==> config.mk <==
export PLATFORM = sky130hd
export DESIGN_NAME = sdram_ctrlmod
export DESIGN_NICKNAME = d
export VERILOG_FILES = /design/src/rtl/sdram_ctrlmod.sv
export SDC_FILE = /design/constraint.sdc
export NUM_CORES = 1
export LEC_CHECK = 0
export ABC_CLOCK_PERIOD_IN_PS = 2100
export BUFFER_PORTS_ARGS = -buffer_cell sky130_fd_sc_hd__buf_2
export CORE_AREA = 2 2 39 41
export DETAILED_ROUTE_END_ITERATION = 16
export DIE_AREA = 0 0 41 43
export PLACE_DENSITY_LB_ADDON = 0.1
export SYNTH_ARGS = -nofsm -noshare
export SYNTH_HDL_FRONTEND = slang
export SYNTH_SLANG_ARGS = --single-unit
export TNS_END_PERCENT = 20
==> constraint.sdc <==
create_clock -name CLOCK -period 2.1 [get_ports CLOCK]
set_clock_uncertainty 0.2 [all_clocks]
set_input_delay 0.42 -clock CLOCK [delete_from_list [all_inputs] [get_ports CLOCK]]
set_output_delay 0.42 -clock CLOCK [all_outputs]
set_load 0.02 [all_outputs]
==> src/rtl/sdram_ctrlmod.sv <==
// Sequencer in front of the SDRAM function module: power-up init, periodic auto-refresh
// and write/read arbitration. Auto-refresh is built only when SDRAM_AUTO_REFRESH_EN is defined.
module sdram_ctrlmod (
  input  logic       CLOCK,
  input  logic       RESET,
  input  logic [1:0] iCall,
  input  logic       iDone,
  output logic       oDone,
  output logic       oReady,
  output logic [3:0] oCall
);

  typedef enum logic [2:0] {INIT, IDLE, WRITE, READ, REFRESH, DONE} state_e;

  localparam logic [3:0] CALL_NONE = 4'b0000;
  localparam logic [3:0] CALL_INIT = 4'b0001;
  localparam logic [3:0] CALL_REF  = 4'b0010;
  localparam logic [3:0] CALL_RD   = 4'b0100;
  localparam logic [3:0] CALL_WR   = 4'b1000;

  state_e     state_q, state_d;
  logic [3:0] call_q, call_d;
  logic       done_q, done_d;
  logic       ready_q, ready_d;

`ifdef SDRAM_AUTO_REFRESH_EN
  localparam logic [13:0] TREF = 14'd1040;

  logic [13:0] ref_cnt_q, ref_cnt_d;
  logic        ref_pend_q, ref_pend_d;
  logic        ref_take;

  // Counter free-runs once ready; a wrap on the same edge as a take keeps the new request.
  always_comb begin
    ref_cnt_d  = ref_cnt_q;
    ref_pend_d = ref_pend_q;
    if (ref_take) ref_pend_d = 1'b0;
    if (ready_q) begin
      if (ref_cnt_q == TREF - 14'd1) begin
        ref_cnt_d  = '0;
        ref_pend_d = 1'b1;
      end else begin
        ref_cnt_d = ref_cnt_q + 14'd1;
      end
    end
  end
`endif

  // NOTE: every signal driven here gets a default first, so no path can infer a latch.
  always_comb begin
    state_d = state_q;
    call_d  = call_q;
    done_d  = 1'b0;
    ready_d = ready_q;
`ifdef SDRAM_AUTO_REFRESH_EN
    ref_take = 1'b0;
`endif
    unique case (state_q)
      INIT: begin
        if (call_q[0] && iDone) begin
          call_d  = CALL_NONE;
          ready_d = 1'b1;
          state_d = IDLE;
        end else begin
          call_d = CALL_INIT;
        end
      end
      IDLE: begin
        call_d = CALL_NONE;
`ifdef SDRAM_AUTO_REFRESH_EN
        if (ref_pend_q) begin
          call_d   = CALL_REF;
          state_d  = REFRESH;
          ref_take = 1'b1;
        end else
`endif
        if (iCall[1]) begin
          call_d  = CALL_WR;
          state_d = WRITE;
        end else if (iCall[0]) begin
          call_d  = CALL_RD;
          state_d = READ;
        end
      end
      WRITE, READ: begin
        if (iDone) begin
          call_d  = CALL_NONE;
          done_d  = 1'b1;
          state_d = DONE;
        end
      end
`ifdef SDRAM_AUTO_REFRESH_EN
      REFRESH: begin
        if (iDone) begin
          call_d  = CALL_NONE;
          state_d = IDLE;
        end
      end
`endif
      DONE:    state_d = IDLE;
      default: begin
        call_d  = CALL_NONE;
        state_d = INIT;
      end
    endcase
  end

  // NOTE: state is updated with non-blocking assignments so all flops see pre-edge values.
  always_ff @(posedge CLOCK or negedge RESET) begin
    if (!RESET) begin
      state_q    <= INIT;
      call_q     <= CALL_NONE;
      done_q     <= 1'b0;
      ready_q    <= 1'b0;
`ifdef SDRAM_AUTO_REFRESH_EN
      ref_cnt_q  <= '0;
      ref_pend_q <= 1'b0;
`endif
    end else begin
      state_q    <= state_d;
      call_q     <= call_d;
      done_q     <= done_d;
      ready_q    <= ready_d;
`ifdef SDRAM_AUTO_REFRESH_EN
      ref_cnt_q  <= ref_cnt_d;
      ref_pend_q <= ref_pend_d;
`endif
    end
  end

  assign oCall  = call_q;
  assign oDone  = done_q;
  assign oReady = ready_q;

endmodule

==> qor.yml <==
drc: 0
cap_violations: 0
ant_nets: 0
post_drt_wl_per_cell_um: 11.91
synth-edff-count: 0
cts_max_level: 1
grt_pass1_wl_mm: 1.200
fin_crit_sh_pct: 72.20
cts-root-buf: "clkbuf_4"
core-area_mm2: 0.001384
crit_fanout: 6
fp.dieW_um: 41
synth_top_area_share_pct: 48.93
syn_area_um2: 409.1
min_period_ps: 1516
wl_um: 762
p_per_area_mw_per_mm2: 1306
cts_resized: 0
grt_start_max_net_pins: 14
die_area_mm2: 0.001763
final.setup.tns_ps: 0
startpoint_type: "register"
clk_latency_ps: 260
slew_violations: 0
routed_via_density: 4.781
nFillCells: 144
seqCellArea_um2: 200.2
crit_slowest_cell: "dfrtp_1"
leakagePower_uw: 0.0002174
grt_pass1_vias: 272
avgSynthCellArea_um2: 10.77
yosysMostFrequentCell: "dfrtp_1"
fmax_ghz: 0.6595
yosys.area.top_type: "dfrtp_1"
row_count: 14
grt.total_usage_pct: 10.86
area_growth_pct: 18.04
holdWs_ps: 254.1
vias: 306
path_clk_slew_ps: 50
synth_seq_area_share_pct: 48.93
syn_inst: 38
antenna_found_initial: 0
critical-path-top-delay-family: "flip-flops"
io_buffers: 9
hold_path.class: "register to register"
yosys_warnings: 0
cts_tree: "built"
crit_buf_inv: 1
cp_data_arrival_time_ps: 900
ys_ff_latch: 8
clock_tree.buffer_depth: 2
rsz0062_at_grt: "no"
diodes: 0
crit_chain: "buf_2"
ir_worst_vdd_uv: 493.1
critPathMaxStageDelay_ps: 440
required_ps: 1480
grt-ovfl-total: 0
place_congestion: 0.7002
synthTopCellsByArea: "dfrtp_1 49%, nor3b_1 7.3%, a2111oi_2 3.7%"
run_status: "finished clean"
synth_cell_types: 24
synth_fp_nets: 43
cts_buffers: 3
synthArstFlopShare_pct: 100.0
first_iter_violations: 6
dr.pass1.iters: 6
cp-end-kind: "primary output"
ys_top_cells_by_count: "8 x dfrtp_1, 4 x nor3b_1"
hold_viol_final: 0
drive_gt1_share_pct: 31.25
initial_core_util_pct: 29.57
die_y_um: 43
worst-setup-path-type: "register to primary output"
multi_input_area_um2: 181.4
nNetsFinal: 55
pin_count: 11
synth_flop_cell: "dfrtp_1"
cts_sinks: 8
setup_viol: 0
-- through the flow --
| step | setup WS, ps | instances | util [%] | power (uW) | cell area, um2 |
|---|---|---|---|---|---|
| final | 583.8 | 64 | 34.90 | 630.7 | 483.0 |
| after global routing | 528.7 | 64 | 34.90 | 681.9 | 483.0 |
| after CTS | 571.6 | 64 | 34.90 | 640.1 | 483.0 |
| after detailed placement | 757.8 | 60 | 32.55 | 516.6 | 450.4 |
| after global placement | 760.9 | 60 | 32.55 | 518.8 | 450.4 |
| after floorplan | 842.6 | 38 | - | 467.9 | 409.1 |
-- cell usage in the layout (no fill, tap or decap) --
master and count:
inv_1 1, nor2_1 1, nor3b_1 4, nand2b_4 1
buf_2 9, dfrtp_1 8, conb_1 1, a211oi_1 1
o21ai_1 2, nand2b_1 2, nand3_1 1, a21oi_1 2
nand2_1 1, nor4_1 1, dlygate4sd3_1 1, a21o_1 1
a31oi_1 2, nor3_1 1, o21bai_1 1, clkbuf_4 3
and2b_1 1, a2111oi_2 1, nor3_2 1, nor4bb_1 1
-- timing repair --
action | CTS | global route
buffers inserted | 0 | 0
endpoints found under the hold margin | 8 | 0
hold buffers | 1 | 0
-- where the power goes --
| group | leakage, uW | switching, uW | internal, uW |
|---|---|---|---|
| clock | 0.0000138 | 51.0 | 65.3 |
| sequential | 0.000100 | 84.4 | 206 |
| combinational | 0.000103 | 115 | 109 |
-- final timing paths --
| path | startpoint | to | slack [ps] | cells past startpoint |
|---|---|---|---|---|
| max | oCall[0] | oCall[0] | 580 | 1 |
| max reg2reg | state_q[2] | state_q[0] | 730 | 2 |
| min reg2reg | oReady | oReady | 250 | 1 |
| max in group asynchronous | RESET | state_q[2] | 1190 | 2 |
| min | oReady | oReady | 250 | 1 |
| min in group asynchronous | RESET | state_q[1] | 330 | 2 |
-- registers in the layout, summed over array words and instances, names as in the netlist --
signal   flops
oReady       1
oDone        1
state_q      3
oCall        3
-- area by class of cell --
type,count,area share (%)
Clock buffer,3,4.663
Sequential cell,8,41.45
Inverter,1,0.7772
Tap cell,16,4.145
Multi-Input combinational cell,26,37.56
Timing Repair Buffer,10,11.40
-- cell families after synthesis --
kind of cell	synth area share, %
simple gates	26.30
compound gates	17.13
flops	48.93
buf+inv	6.726
other cells	0.9166
-- per-layer routing --
metal	global-route usage (%)	part of all wire [%]
met5	0	0
met3	4.712	6.0
met1	15.00	53
met4	8.000	1.8
met2	12.81	39
-- worst reg2reg max path, cell delays in order, from the launching register on --
cell and delay, ps:
dfrtp_1 590, nor3_2 110, a2111oi_2 360
(Power assumes the default switching activity.)
